File: src/rtl/uart_pkg.sv
// Shared types and elaboration helpers for the parametrised UART receiver.
package uart_pkg;

   typedef enum logic [2:0] {
      IDLE   = 3'd0,
      START  = 3'd1,
      DATA   = 3'd2,
      PARITY = 3'd3,
      STOP   = 3'd4
   } uart_rx_state_t;

   function automatic int mid_of(input int oversample);
      return oversample / 2;
   endfunction

   function automatic int cnt_width(input int n);
      return (n <= 2) ? 1 : $clog2(n);
   endfunction

endpackage

File: src/rtl/uart_rx_sync.sv
// Two-flop synchroniser on the serial line plus a delayed copy for falling-edge detection.
module uart_rx_sync (
   input  logic i_clk,
   input  logic i_rst,
   input  logic i_rxd,
   output logic o_rxd_s,
   output logic o_start_edge
);

   logic r_meta;
   logic r_sync;
   logic r_dly;

   // Line idles high, so every stage resets to 1 to avoid a spurious edge.
   always_ff @(posedge i_clk) begin
      if (i_rst) begin
         r_meta <= 1'b1;
         r_sync <= 1'b1;
         r_dly  <= 1'b1;
      end else begin
         r_meta <= i_rxd;
         r_sync <= r_meta;
         r_dly  <= r_sync;
      end
   end

   assign o_rxd_s      = r_sync;
   assign o_start_edge = r_dly & ~r_sync;

endmodule

File: src/rtl/uart_rx_param.sv
// Oversampling UART receiver with majority-vote bit sampling and pulsed error reporting.
// Define UART_RX_PARITY_EN to add the parity cell and drive parity_err.
module uart_rx_param
   import uart_pkg::*;
#(
   parameter int OVERSAMPLE = 16,
   parameter int DATA_BITS  = 8,
   parameter int STOP_BITS  = 1,
   parameter int PARITY_ODD = 0
) (
   input  logic                 uart_clk,
   input  logic                 rst,
   input  logic                 uart_rxd,
   input  logic                 fr_full,
   output logic [DATA_BITS-1:0] rf_data,
   output logic                 fr_wrreq,
   output logic                 frame_err,
   output logic                 parity_err,
   output logic                 overrun,
   output logic                 busy
);

   localparam int MID = mid_of(OVERSAMPLE);
   localparam int TW  = cnt_width(OVERSAMPLE);
   localparam int BW  = cnt_width(DATA_BITS);

   localparam logic [TW-1:0] TICK_S0   = TW'(MID - 1);
   localparam logic [TW-1:0] TICK_S1   = TW'(MID);
   localparam logic [TW-1:0] TICK_DEC  = TW'(MID + 1);
   localparam logic [TW-1:0] TICK_END  = TW'(OVERSAMPLE - 1);
   localparam logic [TW-1:0] TICK_ONE  = TW'(1);
   localparam logic [BW-1:0] LAST_DATA = BW'(DATA_BITS - 1);
   localparam logic [BW-1:0] LAST_STOP = BW'(STOP_BITS - 1);
   localparam logic [BW-1:0] BIT_ONE   = BW'(1);

   if ((OVERSAMPLE < 4) || ((OVERSAMPLE % 2) != 0)) begin : g_bad_oversample
      $error("OVERSAMPLE must be even and at least 4");
   end
   if ((DATA_BITS < 5) || (DATA_BITS > 9)) begin : g_bad_data_bits
      $error("DATA_BITS must be 5..9");
   end
   if ((STOP_BITS < 1) || (STOP_BITS > 2)) begin : g_bad_stop_bits
      $error("STOP_BITS must be 1 or 2");
   end
   if ((PARITY_ODD < 0) || (PARITY_ODD > 1)) begin : g_bad_parity_odd
      $error("PARITY_ODD must be 0 or 1");
   end

   logic                 w_rxd_s;
   logic                 w_start_edge;
   logic                 w_vote;
   logic                 w_dec;
   logic                 w_end;
   logic                 w_frame;

   uart_rx_state_t       r_state;
   logic [TW-1:0]        r_tick;
   logic [BW-1:0]        r_bit_cnt;
   logic [1:0]           r_samp;
   logic [DATA_BITS-1:0] r_shift;
   logic                 r_frame;
   logic [DATA_BITS-1:0] r_rf_data;
   logic                 r_wrreq;
   logic                 r_frame_err;
   logic                 r_overrun;
   logic                 r_busy;

   uart_rx_sync u_sync (
      .i_clk        (uart_clk),
      .i_rst        (rst),
      .i_rxd        (uart_rxd),
      .o_rxd_s      (w_rxd_s),
      .o_start_edge (w_start_edge)
   );

   assign w_vote  = (r_samp[0] & r_samp[1]) | (r_samp[0] & w_rxd_s) | (r_samp[1] & w_rxd_s);
   assign w_dec   = (r_tick == TICK_DEC);
   assign w_end   = (r_tick == TICK_END);
   assign w_frame = r_frame | ~w_vote;

   // Capture the two early votes; the third is the live sample at the decision tick.
   always_ff @(posedge uart_clk) begin
      if (rst) begin
         r_samp <= 2'b11;
      end else if (r_tick == TICK_S0) begin
         r_samp[0] <= w_rxd_s;
      end else if (r_tick == TICK_S1) begin
         r_samp[1] <= w_rxd_s;
      end
   end

`ifdef UART_RX_PARITY_EN
   localparam logic ODD_BIT = (PARITY_ODD != 0);
   logic r_par_err;
   logic r_parity_err;
   assign parity_err = r_parity_err;
`else
   assign parity_err = 1'b0;
`endif

   // Receive state machine; all outputs are registered here.
   always_ff @(posedge uart_clk) begin
      if (rst) begin
         r_state     <= IDLE;
         r_tick      <= '0;
         r_bit_cnt   <= '0;
         r_shift     <= '0;
         r_frame     <= 1'b0;
         r_rf_data   <= '0;
         r_wrreq     <= 1'b0;
         r_frame_err <= 1'b0;
         r_overrun   <= 1'b0;
         r_busy      <= 1'b0;
`ifdef UART_RX_PARITY_EN
         r_par_err    <= 1'b0;
         r_parity_err <= 1'b0;
`endif
      end else begin
         r_wrreq     <= 1'b0;
         r_frame_err <= 1'b0;
         r_overrun   <= 1'b0;
`ifdef UART_RX_PARITY_EN
         r_parity_err <= 1'b0;
`endif
         r_tick <= ((r_state == IDLE) || w_end) ? '0 : (r_tick + TICK_ONE);
         case (r_state)
            IDLE: begin
               r_bit_cnt <= '0;
               r_frame   <= 1'b0;
`ifdef UART_RX_PARITY_EN
               r_par_err <= 1'b0;
`endif
               if (w_start_edge) begin
                  r_state <= START;
                  r_busy  <= 1'b1;
               end
            end
            START: begin
               if (w_dec && w_vote) begin
                  r_state <= IDLE;
                  r_busy  <= 1'b0;
               end else if (w_end) begin
                  r_state <= DATA;
               end
            end
            DATA: begin
               if (w_dec) begin
                  r_shift <= {w_vote, r_shift[DATA_BITS-1:1]};
               end
               if (w_end) begin
                  if (r_bit_cnt == LAST_DATA) begin
                     r_bit_cnt <= '0;
`ifdef UART_RX_PARITY_EN
                     r_state   <= PARITY;
`else
                     r_state   <= STOP;
`endif
                  end else begin
                     r_bit_cnt <= r_bit_cnt + BIT_ONE;
                  end
               end
            end
`ifdef UART_RX_PARITY_EN
            PARITY: begin
               if (w_dec) begin
                  r_par_err <= (w_vote != ((^r_shift) ^ ODD_BIT));
               end
               if (w_end) begin
                  r_state <= STOP;
               end
            end
`endif
            STOP: begin
               if (w_dec) begin
                  r_frame <= w_frame;
                  // Leave mid-cell so a start edge right after the stop bit is caught.
                  if (r_bit_cnt == LAST_STOP) begin
                     r_state <= IDLE;
                     r_busy  <= 1'b0;
                     if (w_frame) begin
                        r_frame_err <= 1'b1;
`ifdef UART_RX_PARITY_EN
                     end else if (r_par_err) begin
                        r_parity_err <= 1'b1;
`endif
                     end else if (fr_full) begin
                        r_overrun <= 1'b1;
                     end else begin
                        r_wrreq   <= 1'b1;
                        r_rf_data <= r_shift;
                     end
                  end
               end else if (w_end) begin
                  r_bit_cnt <= r_bit_cnt + BIT_ONE;
               end
            end
            default: begin
               r_state <= IDLE;
               r_busy  <= 1'b0;
            end
         endcase
      end
   end

   assign rf_data   = r_rf_data;
   assign fr_wrreq  = r_wrreq;
   assign frame_err = r_frame_err;
   assign overrun   = r_overrun;
   assign busy      = r_busy;

endmodule

File: config.mk
export PLATFORM = sky130hd
export DESIGN_NAME = uart_rx_param
export DESIGN_NICKNAME = d
export VERILOG_FILES = /design/src/rtl/uart_pkg.sv /design/src/rtl/uart_rx_sync.sv /design/src/rtl/uart_rx_param.sv
export SDC_FILE = /design/constraint.sdc
export NUM_CORES = 1
export LEC_CHECK = 0
export BUFFER_PORTS_ARGS = -buffer_cell sky130_fd_sc_hd__buf_4
export CAP_MARGIN = 20
export CORE_ASPECT_RATIO = 0.75
export CORE_MARGIN = 1.5
export CORE_UTILIZATION = 44
export CTS_CLUSTER_SIZE = 8
export DETAILED_ROUTE_END_ITERATION = 8
export PLACE_DENSITY_LB_ADDON = 0.08
export SYNTH_ARGS = -nofsm -noshare
export SYNTH_HDL_FRONTEND = slang
export SYNTH_HIERARCHICAL = 1
export SYNTH_SLANG_ARGS = --single-unit
File: constraint.sdc
create_clock -name uart_clk -period 1.9 [get_ports uart_clk]
set_input_delay 0.19 -clock uart_clk [delete_from_list [all_inputs] [get_ports uart_clk]]
set_output_delay 0.19 -clock uart_clk [all_outputs]
set_load 0.005 [all_outputs]
# Word-level counts from Yosys, hierarchy flattened
# Index checks and enable logic that the tools add are counted.
dict set report word_totals {
  reg_bits 36
  elab_cells 89
  out_inout_bits 13
  input_bits 4
}
dict set report classes {
  addsub 2
  n_mux 23
  reduce_logical 16
  bitwise_logic 16
  n_eq_ne 17
}
# op count
set op_table {}
lappend op_table {{$mux 3} 11}
lappend op_table {{$ne 2x2->1 const B} 7}
lappend op_table {{$eq 4x4->1 const B} 3}
lappend op_table {{$pmux 3 s4} 1}
lappend op_table {{$reduce_and 5->1} 2}
lappend op_table {{$not 1->1} 9}
lappend op_table {{$pmux 3 s3} 1}
lappend op_table {{$mux 1} 8}
lappend op_table {{$eq 3x3->1 const B} 2}
lappend op_table {{$logic_not 3->1} 2}
lappend op_table {{$reduce_and 2->1} 3}
lappend op_table {{$reduce_and 6->1} 1}
lappend op_table {{$reduce_or 5->1} 1}
lappend op_table {{$add 4x1->4 const B} 1}
lappend op_table {{$and 1x1->1} 4}
lappend op_table {{$eq 4x3->1 const B} 1}
lappend op_table {{$pmux 1 s4} 1}
lappend op_table {{$reduce_and 4->1} 1}
lappend op_table {{$reduce_or 4->1} 1}
lappend op_table {{$add 3x1->3 const B} 1}
lappend op_table {{$eq 3x1->1 const B} 1}
lappend op_table {{$eq 3x2->1 const B} 1}
lappend op_table {{$ne 3x3->1 const B} 1}
lappend op_table {{$or 1x1->1} 3}
lappend op_table {{other kinds (7)} 7}

# Logic depth before layout (Yosys ltp)
# Gate-level depths: netlist of run 1.
dict set report logic_depth {
  depth_word 7
  depth_mapped 7
}

# Modules after synthesis
# The synthesis of run 1 kept the hierarchy.
# module area_per_inst_um2 instances cells_per_inst seq_area_each_um2
set by_module_without_submodules {}
lappend by_module_without_submodules {uart_rx_param 1542.7 1 162 660.6}
lappend by_module_without_submodules {uart_rx_sync 85.1 1 7 60.1}

# Worst setup path before layout of run 1
# No wires, ideal clock.
dict set report synth_timing {
  path_type {register -> register}
  from {register r_tick[0]}
  to {register r_bit_cnt[0]}
  path_stages_with_launch 6
  required_time_ns 1.813
  path_slack_ns 0.211
  arrival_ns 1.602
  setup_ns 0.087
  path_cell_list {dfxtp_1 ha_1 nand3_2 maj3_2 or4_1 o31ai_1}
}
dict set report synth_between {
  elab_chain_len 3
}
# item line
set synth_rtl {}
lappend synth_rtl {{start, declared} uart_rx_param.sv:57} ;# logic [TW-1:0] r_tick;
lappend synth_rtl {{start signal, assigned} uart_rx_param.sv:125} ;# r_tick <= ((r_state == IDLE) || w_end) ? '0 : (r_tick + TICK_ONE);
lappend synth_rtl {{$eq 4x4->1, on equally long branches} {uart_rx_param.sv:78, uart_rx_param.sv:77}}
lappend synth_rtl {{$ne 2x2->1 (no source line)} n/a}
lappend synth_rtl {{$reduce_and 4->1 (no source line) *} n/a}
lappend synth_rtl {{end signal, assigned} uart_rx_param.sv:159} ;# r_bit_cnt <= r_bit_cnt + BIT_ONE;
lappend synth_rtl {{end signal, assigned} uart_rx_param.sv:194} ;# r_bit_cnt <= r_bit_cnt + BIT_ONE;
lappend synth_rtl {{end, declared} uart_rx_param.sv:58} ;# logic [BW-1:0] r_bit_cnt;
# Mark *: on every way between the ends. The rest lies on a longest branch, timed or not.
# A chain may end at the register's enable or synchronous reset.

# Worst setup path after layout of run 1
# Same ends and word-level chain as after synthesis.

==> impl_metrics.csv, run 1 <==
group,metric,value,unit
power_and_ir_drop,irDropWorstVdd,0.489,mV
setup_path,crit_path_end_kind,"register",
final_layout,seqCellArea,721,um2
clock_network,cts_max_level,2,
timing,fmax,571,MHz
detailed_routing,wl,2710,um
logic_synthesis,syn_area,1630,um2
timing,period_minus_slack,1750,ps
grt,grt.overflow.total,0,
logic_synthesis,synth_fp_nets,179,
die,die_x,73.2,um
setup_path,reg2reg_from,"r_tick[0]$_SDFF_PP0_",
setup_path,worstPathArrival,1940,ps
setup_path,crit_type,"reg2reg",
logic_synthesis,avgSynthCellArea,9.63,um2
detailed_routing,avgRoutedWirePerCell,11.5,um
final_layout,layout.nets,194,
grt,antenna_found_initial,0,
timing,slew_violations,0,
grt,grt_pass1_vias,1122,
die,coreArea,3400,um2
grt,grt_max_degree,43,
worst_hold_path,hold_path.class,"in2reg",
grt,grt_pass1_wl,4810,um
detailed_routing,drt.antenna.violating_nets,0,
grt,grtUsageTotal,0.152,
detailed_routing,drc_errors,0,
logic_synthesis,synth_cell_type_count,40,
timing,hold_violations,0,
final_layout,drive_gt1_frac,0.168,
worst_hold_path,min_to,"u_sync/r_meta$_SDFF_PP1_",
timing,grt_setup_unrepaired,"false",
timing,fin_tns_setup,0,ps
setup_path,rrSetupSlack,150,ps
timing,finalClockSkew,5.35,ps
final_layout,area_growth,14.7,%
timing,holdWs,92.2,ps
final_layout,fill_cells,308,
detailed_routing,vias,1165,
grt,grtUsageMet2,0.225,
die,fp.dieH,55.7,um
place,port_buffers,15,
place,dp.cells,227,
logic_synthesis,yosys_warnings,6,
final_layout,stdcell_count,235,
timing,setup_violations,0,
die,ioPinCount,17,
grt,grt_use_met3,0.0507,
logic_synthesis,netlist.area_leader.share,0.443,
clock_network,clock-sinks,36,
timing,worstMarginPinSlew,503,ps
logic_synthesis,synth-seq-cells,36,
place,place.gp.congestion,0.827,
logic_synthesis,synth_largest_area_cell,"dfxtp_1",
setup_path,critPathMaxFanout,5,
timing,maxSlewHeadroom,0.664,
clock_network,cts_root_buffer,"clkbuf_8",
clock_network,numCtsBuffers,5,
die,rows,18,
clock_network,max-clock-path-buffers,2,
detailed_routing,vias_per_cell,4.96,
power_and_ir_drop,p_leak,0.744,nW
place,hpwlAfterDp,1930,um
setup_path,rr_worst_depth,5,
clock_network,insertion_delay,280,ps
run,maxCapViolations,0,
logic_synthesis,synth-seq-area-share,0.443,
power_and_ir_drop,power,0.00135,W
final_layout,multiInputGateArea,840,um2
clock_network,path_clk_slew,70,ps
worst_hold_path,holdCritStartpoint,"uart_rxd",
setup_path,crit_required,2090,ps
setup_path,worst_setup_path_start_kind,"register",
outcome,status,"finished, final reports clean",
final_layout,fin_util,0.549,
die,dieArea,4080,um2
clock_network,cts_tree,"built",
detailed_routing,firstDrtPassIters,4,
worst_hold_path,min_delay_path_depth,2,
final_layout,num_antenna_cells,0,
logic_synthesis,netlist_instances,169,
timing,finalCritPeriodShare,0.921,
grt,grt.busiest_layer,"met2",
detailed_routing,drt_iter0_drc,78,
power_and_ir_drop,power_density,723,nW/um2
logic_synthesis,netlist_top_cells_area,"dfxtp_1, mux2i_1, nand2b_1, ha_1, nor2_1",
grt,use_met1,0.202,
die,initial_utilization,0.479,
setup_path,r2r-end,"r_bit_cnt[0]$_SDFFE_PP0P_",
-- stage by stage --
| step | cell area, um2 | setup slack, ps |
|---|---|---|
| finish | 1870 | 150 |
| global route | 1870 | 39.2 |
| CTS | 1860 | 126 |
| detailed placement | 1770 | 142 |
| global placement | 1770 | 192 |
| floorplan | 1630 | 211 |
-- cells in the final DEF, fill, tap and decap left out, types with 2 or more instances in the layout --
master / count
nand4_1: 3
clkbuf_1: 2
nand2_1: 4
nand2b_1: 18
mux2i_1: 17
nor3b_1: 2
or2_1: 3
nor2_1: 18
a31oi_1: 2
inv_1: 7
xor2_1: 2
nand3_1: 2
nor3_1: 5
clkbuf_8: 6
buf_4: 17
o21ai_0: 5
nor4_1: 2
dfxtp_1: 36
ha_1: 5
nor2b_1: 8
-- repair_timing --
item / in CTS / in global routing
hold buffers: 0 / 0
buffers inserted: 0 / 0
setup endpoints to repair: 0 / 1
gates resized for setup: 0 / 1
-- per-layer routing --
layer | wire [um] | vias up
li1 | - | 602
met1 | 1420 | 540
met2 | 1170 | 23
met3 | 114 | 0
met4 | 0 | 0
met5 | 0 | -
-- logic make-up after synthesis --
logic type	Yosys count	share of synthesized area
other	1	0.00230
adders and majority gates	8	0.0592
buffers and inverters	16	0.0430
AOI/OAI and AO/OA	13	0.0523
xor gates and xnor gates	3	0.0161
DFF	36	0.443
muxes	17	0.105
and+or+nand+nor	75	0.280
-- power by group --
part / internal [W] / leakage [nW] / switching [W] / total [W]
clock network: 0.000296 / 0.0455 / 0.000245 / 0.000541
logic: 0.0000184 / 0.407 / 0.0000233 / 0.0000417
registers: 0.000760 / 0.291 / 0.00000668 / 0.000767
total: 0.00107 / 0.744 / 0.000275 / 0.00135
-- synthesized netlist by cell type --
cell,n
ha_1,6
nor3b_1,2
nor4_1,2
conb_1,1
a211o_1,1
and3b_2,1
maj3_1,1
clkbuf_1,5
buf_4,2
nor2_1,18
nand3b_1,1
mux2i_1,17
inv_1,7
xor2_1,2
and3b_1,1
o41ai_1,1
xnor2_1,1
nand2b_1,18
nand4_1,3
a22oi_1,1
nand2_1,4
o21ai_0,5
nor3_1,5
or4_1,1
nor3_4,1
nand3_1,2
dfxtp_1,36
or2_1,3
o21a_1,1
o211ai_1,1
nor4b_1,1
and3_2,1
nor2b_1,8
nand4_2,1
maj3_2,1
a31oi_1,2
nand3_2,1
nand4_4,1
buf_2,2
o31ai_1,1
-- layout make-up --
class	instances	share of cell area
Clock buffer	8	0.0483
Sequential cell	36	0.386
Tap cell	50	0.0335
Inverter	7	0.0141
Timing Repair Buffer	17	0.0684
Multi-Input combinational cell	117	0.450
-- sequential cells by signal, indices dropped and copies added (netlist names) --
signal,count
u_sync/r_dly,1
r_shift,8
fr_wrreq,1
rf_data,8
r_tick,4
overrun,1
r_samp,2
busy,1
r_frame,1
u_sync/o_rxd_s,1
u_sync/r_meta,1
frame_err,1
r_state,3
r_bit_cnt,3
-- critical path, stage by stage, from the launching register on --
cell and delay (ps):
dfxtp_1 400, ha_2 250, nand3_2 100, maj3_2 350, or4_1 480, o31ai_1 80
-- worst max path at each step --
stage          cells after the start                        end                  from  slack [ps]
3_3_place_gp                       5  r_bit_cnt[0]$_SDFFE_PP0P_  r_tick[0]$_SDFF_PP0_         190
3_5_place_dp                       5  r_bit_cnt[0]$_SDFFE_PP0P_  r_tick[0]$_SDFF_PP0_         140
6_report                           5  r_bit_cnt[0]$_SDFFE_PP0P_  r_tick[0]$_SDFF_PP0_         150
4_1_cts                            5  r_bit_cnt[0]$_SDFFE_PP0P_  r_tick[0]$_SDFF_PP0_         130
5_1_grt                            5  r_bit_cnt[0]$_SDFFE_PP0P_  r_tick[0]$_SDFF_PP0_          40
2_1_floorplan                      5  r_bit_cnt[0]$_SDFFE_PP0P_  r_tick[0]$_SDFF_PP0_         210
Power figures use the tool's default switching activity.
==> inputs of run 2 (changes only) <==
==> constraint.sdc (replaced) <==
create_clock -name uart_clk -period 1.5 [get_ports uart_clk]
set_input_delay 0.15 -clock uart_clk [delete_from_list [all_inputs] [get_ports uart_clk]]
set_output_delay 0.15 -clock uart_clk [all_outputs]
set_load 0.005 [all_outputs]
==> run 2 against run 1 <==
Net effect:
- the flow now finishes with violations (setup timing)
- critical path depth increased by 2
- hold slack got worse by 29 ps
- clock skew decreased by 1.8 ps
- global-route usage increased by 1.9 points
- count of clock-buffer cells in the layout decreased by 2
- final area increased by 16%
- critical path type unchanged
- core utilization increased by 8.9 points
- non-clock buffer count increased by 25
- via count increased by 7.6%
- first-iteration DRC count decreased by 49%
- die area unchanged
- power increased by 24%
- largest cell class unchanged
==> impl_metrics.csv, run 2 (synthesis results as in run 1) <==
group,metric,value,unit
grt,grt_pass1_wl,5390,um
detailed_routing,vias_per_cell,4.84,
final_layout,area_growth,33.4,%
timing,finalCritPeriodShare,1.04,
setup_path,cp_cell_sequence,"ha_4 > ha_4 > nor3b_2 > o21ai_2 > buf_4 > buf_4 > o41ai_2",
timing,fin_tns_setup,-164,ps
outcome,status,"complete, but fails checks",
final_layout,fill_cells,281,
detailed_routing,drt_iter0_drc,40,
clock_network,max-clock-path-buffers,2,
clock_network,clock-sinks,36,
timing,slew_violations,0,
grt,grt.busiest_layer,"met2",
outcome,violations,"setup timing",
grt,antenna_found_initial,0,
detailed_routing,avgRoutedWirePerCell,12.5,um
grt,grt_use_met3,0.0543,
timing,finalClockSkew,3.55,ps
timing,setup_ws,-64.3,ps
final_layout,final_common_cell,"buf_4",
detailed_routing,vias,1254,
place,hpwlAfterDp,2190,um
clock_network,insertion_delay,280,ps
power_and_ir_drop,switching_share,0.218,
place,placed_area,1970,um2
detailed_routing,wl,3240,um
clock_network,cts_root_buffer,"clkbuf_8",
setup_path,worstPathArrival,1750,ps
timing,period_minus_slack,1560,ps
timing,setup_violations,5,
worst_hold_path,hold_path.class,"in2reg",
final_layout,layout.nets,219,
setup_path,crit_type,"reg2reg",
setup_path,critPathBufInv,2,
power_and_ir_drop,p_clk_frac,0.380,
detailed_routing,drt.antenna.violating_nets,0,
power_and_ir_drop,irDropWorstVdd,0.674,mV
power_and_ir_drop,power.internal,0.00131,W
place,port_buffers,15,
clock_network,cts_tree,"built",
detailed_routing,firstDrtPassIters,4,
final_layout,fin_util,0.638,
die,ioPinCount,17,
die,die_x,73.2,um
die,coreArea,3400,um2
die,initial_utilization,0.479,
setup_path,crit_path_end_kind,"register",
power_and_ir_drop,p_leak,0.897,nW
grt,grt_pass1_vias,1177,
setup_path,worst_setup_path_start_kind,"register",
setup_path,rrSetupSlack,-60,ps
timing,hold_violations,0,
final_layout,mostFrequentLayoutCells,"buf_4, dfxtp_1, nor2_1, nand2b_1, mux2i_1",
place,dp.cells,248,
final_layout,drive_gt1_frac,0.335,
timing,grt_setup_unrepaired,"true",
setup_path,slowest_stage,"dfxtp_2",
clock_network,numCtsBuffers,5,
run,maxCapViolations,0,
final_layout,num_antenna_cells,0,
grt,grtUsageMet2,0.247,
power_and_ir_drop,power_density,769,nW/um2
grt,use_met1,0.243,
power_and_ir_drop,switchingPower,0.000364,W
grt,grtUsageTotal,0.171,
die,rows,18,
timing,holdWs,63.5,ps
place,place.gp.congestion,0.814,
final_layout,final_area,2170,um2
detailed_routing,drc_errors,0,
final_layout,stdcell_count,259,
grt,grt_max_degree,42,
setup_path,slowest_delay,350,ps
power_and_ir_drop,comb_power_share,0.043,
grt,grt.overflow.total,0,
setup_path,critPathTopFamily,"flip-flops",
setup_path,critPathMaxFanout,3,
clock_network,cts_max_level,2,
power_and_ir_drop,power_frac_seq,0.578,
die,fp.dieH,55.7,um
clock_network,path_clk_slew,70,ps
timing,fmax,639,MHz
setup_path,crit_required,1690,ps
die,dieArea,4080,um2
-- run 2: cell count changes in the layout (fill, tap and decap cells not counted), sizes merged --
cell    change
clkbuf      -2
buf        +25
clkinv      +1
-- run 2: per-layer routing --
| layer | vias up | share of wire |
|---|---|---|
| met5 | - | 0 |
| met4 | 0 | 0.0031 |
| met3 | 2 | 0.025 |
| li1 | 654 | - |
| met1 | 585 | 0.51 |
| met2 | 13 | 0.46 |
-- run 2: worst paths after layout --
kind | startpoint | endpoint | cells past startpoint
setup / recovery | r_bit_cnt[0]$_SDFFE_PP0P_ | r_bit_cnt[1]$_SDFFE_PP0P_ | 7
hold / removal | uart_rxd | u_sync/r_meta$_SDFF_PP1_ | 2
setup reg to reg | r_bit_cnt[0]$_SDFFE_PP0P_ | r_bit_cnt[1]$_SDFFE_PP0P_ | 7
hold reg to reg | u_sync/r_meta$_SDFF_PP1_ | u_sync/o_rxd_s$_SDFF_PP1_ | 1
-- run 2: per-stage QoR --
step	worst slack [ps]	power (W)
floorplan	-51.1	0.00103
global placement	-11.4	0.00105
detailed placement	-152	0.00105
CTS	-60.6	0.00169
global route	-147	0.00175
finish	-64.3	0.00167
-- run 2: area by class of cell --
cell class | instances | area (um2) | share of cell area
inverters | 7 | 26.3 | 0.0121
flip-flops and latches | 36 | 729 | 0.336
multi-input cells | 117 | 935 | 0.431
repair buffers | 42 | 340 | 0.157
clock inverters | 1 | 5.00 | 0.00231
well taps | 50 | 62.6 | 0.0288
clock buffers | 6 | 72.6 | 0.0334
-- run 2: power by group through the flow --
stage,combinational [W],sequential (W),clock [W]
6_report,0.0000712,0.000965,0.000634
5_1_grt,0.0000788,0.000965,0.000705
4_1_cts,0.0000681,0.000964,0.000654
3_5_place_dp,0.0000669,0.000988,0
3_3_place_gp,0.0000651,0.000988,0
2_1_floorplan,0.0000413,0.000988,0
-- run 2: timing repair --
| action | in CTS | in global routing |
|---|---|---|
| cloned | 0 | 0 |
| buffers inserted | 1 | 3 |
| gates resized for setup | 11 | 9 |
| hold buffers | 0 | 0 |
| pin swaps | 1 | 3 |
| endpoints found under the setup margin | 15 | 20 |
==> inputs of run 3 (changes only) <==
--- a/config.mk
+++ b/config.mk
@@ -12,6 +12,7 @@
 export CORE_UTILIZATION = 44
 export CTS_CLUSTER_SIZE = 8
 export DETAILED_ROUTE_END_ITERATION = 8
+export GPL_TIMING_DRIVEN = 0
 export PLACE_DENSITY_LB_ADDON = 0.08
 export SYNTH_ARGS = -nofsm -noshare
 export SYNTH_HDL_FRONTEND = slang
==> run 3 against run 2 <==
Net effect:
- the flow still finishes with violations (setup timing)
- power up 5.7%
- final area down 3.3%
- via count is 0.64% higher
- setup slack improved by 17 ps
- non-clock buffer count is 8 lower
- count of clock-buffer cells in the layout increased by 1
- cell count is 3.1% lower
- hold slack lost 11 ps
- core utilization fell by 2.1 points
- sequential share of layout area up 1.3 points
- critical path depth decreased by 1
- register-to-register slack better by 20 ps
- critical path type unchanged
- critical endpoint is now r_bit_cnt[0]$_SDFFE_PP0P_
- largest cell class unchanged
==> impl_metrics.csv, run 3 (synthesis results as in run 1) <==
group,metric,value,unit
power_and_ir_drop,p_leak,0.838,nW
clock_network,cts_root_buffer,"clkbuf_8",
die,coreArea,3400,um2
grt,grt_pass1_vias,1222,
place,hpwlAfterDp,2200,um
final_layout,drive_gt1_frac,0.284,
place,dp_slack,-302,ps
detailed_routing,avgRoutedWirePerCell,13.4,um
timing,finalCritPeriodShare,1.03,
timing,setup_violations,4,
clock_network,max-clock-path-buffers,2,
place,port_buffers,15,
power_and_ir_drop,irDropWorstVdd,0.500,mV
setup_path,crit_top_cell,"ha_4",
die,dieArea,4080,um2
power_and_ir_drop,power_density,841,nW/um2
clock_network,numCtsBuffers,5,
setup_path,worst_setup_path_start_kind,"register",
detailed_routing,drt.antenna.violating_nets,0,
timing,grt_setup_unrepaired,"true",
grt,antenna_found_initial,0,
final_layout,final_area,2100,um2
clock_network,insertion_delay,280,ps
setup_path,worstPathArrival,1720,ps
timing,slew_violations,0,
timing,maxSlewHeadroom,0.665,
setup_path,critPathMaxFanout,3,
grt,grt_max_degree,11,
setup_path,slowest_stage,"or4_1",
run,maxCapViolations,0,
grt,grtUsageTotal,0.183,
detailed_routing,drt_iter0_drc,48,
worst_hold_path,hold_path.class,"in2reg",
final_layout,area_growth,28.9,%
grt,grt_pass1_wl,5780,um
final_layout,mostFrequentLayoutCells,"dfxtp_1, buf_4, nor2_1, mux2i_1, nand2b_1",
clock_network,path_clk_slew,70,ps
setup_path,crit_required,1680,ps
clock_network,hold_buffers,0,
detailed_routing,firstDrtPassIters,4,
detailed_routing,wl,3370,um
die,rows,18,
final_layout,layout.nets,211,
clock_network,cts_tree,"built",
setup_path,crit_path_end_kind,"register",
die,initial_utilization,0.479,
die,ioPinCount,17,
timing,period_minus_slack,1550,ps
clock_network,clock-sinks,36,
timing,hold_violations,0,
outcome,status,"complete, but fails checks",
place,placed_area,1820,um2
grt,grt.overflow.total,0,
final_layout,final_common_cell,"dfxtp_1",
setup_path,slowest_delay,480,ps
final_layout,num_antenna_cells,0,
timing,finalClockSkew,6.40,ps
outcome,violations,"setup timing",
detailed_routing,drc_errors,0,
clock_network,cts_max_level,2,
place,place.gp.congestion,0.821,
setup_path,crit_type,"reg2reg",
timing,worstMarginPinSlew,503,ps
detailed_routing,vias,1262,
detailed_routing,vias_per_cell,5.03,
timing,fmax,646,MHz
die,fp.dieH,55.7,um
die,die_x,73.2,um
timing,setup_ws,-46.9,ps
final_layout,fill_cells,285,
setup_path,cp_cell_sequence,"ha_4 > ha_4 > nor3b_2 > o21ai_1 > or4_1 > o31ai_1",
==> run 3: cell count changes in the layout (fill, tap and decap cells not counted), sizes merged <==
cell    change
clkbuf      +6
clkinv      -1
buf        -13
==> run 3: per-stage QoR <==
step	total power [W]	setup TNS, ps	hold WS, ps	cells	utilization
6_report	0.00177	-86.5	52.7	251	0.617
5_1_grt	0.00185	-1390	52.1	251	0.617
4_1_cts	0.00178	-822	42.5	250	0.613
3_5_place_dp	0.00105	-3300	334	234	0.536
3_3_place_gp	0.00105	-2570	332	234	0.536
2_1_floorplan	0.00103	-392	228	169	-
==> run 3: worst paths after layout <==
path | slack, ps | startpoint | cells after the start | endpoint
worst min-delay path | 50 | uart_rxd | 2 | u_sync/r_meta$_SDFF_PP1_
worst max register to register | -50 | r_bit_cnt[0]$_SDFFE_PP0P_ | 6 | r_bit_cnt[0]$_SDFFE_PP0P_
worst min register to register | 420 | u_sync/r_meta$_SDFF_PP1_ | 1 | u_sync/o_rxd_s$_SDFF_PP1_
worst max-delay path | -50 | r_bit_cnt[0]$_SDFFE_PP0P_ | 6 | r_bit_cnt[0]$_SDFFE_PP0P_
==> run 3: timing repair <==
action	CTS	global route
setup buffers	9	2
setup endpoints to repair	17	23
gates resized for setup	16	8
pin swaps	6	3
==> run 3: report_power, final <==
part	internal, W	switching, W	leakage (nW)
combinational	0.0000296	0.0000401	0.494
sequential	0.000960	0.00000668	0.294
clock	0.000409	0.000320	0.0503
==> run 3: worst max-delay path: cells and delay by family (launching register included) <==
| kind | cells | cell delay (ps) |
|---|---|---|
| and+or+nand+nor | 2 | 620 |
| AOI/OAI and AO/OA | 2 | 160 |
| DFF | 1 | 340 |
| adders and majority gates | 2 | 320 |
==> run 3: layer usage <==
| metal | up-vias | GRT usage | routed length, um |
|---|---|---|---|
| met4 | 0 | 0.0485 | 0 |
| li1 | 634 | - | - |
| met2 | 34 | 0.266 | 1490 |
| met5 | - | 0 | 0 |
| met3 | 0 | 0.0507 | 175 |
| met1 | 594 | 0.263 | 1700 |
==> run 3: cell type report <==
cell class	count	area, um2	share of cell area
buffer	8	40.0	0.0191
clock buffer	7	96.3	0.0459
inverter	7	28.8	0.0137
multi-input combinational	117	918	0.438
sequential	36	732	0.349
tap	50	62.6	0.0298
timing repair buffer	26	220	0.105
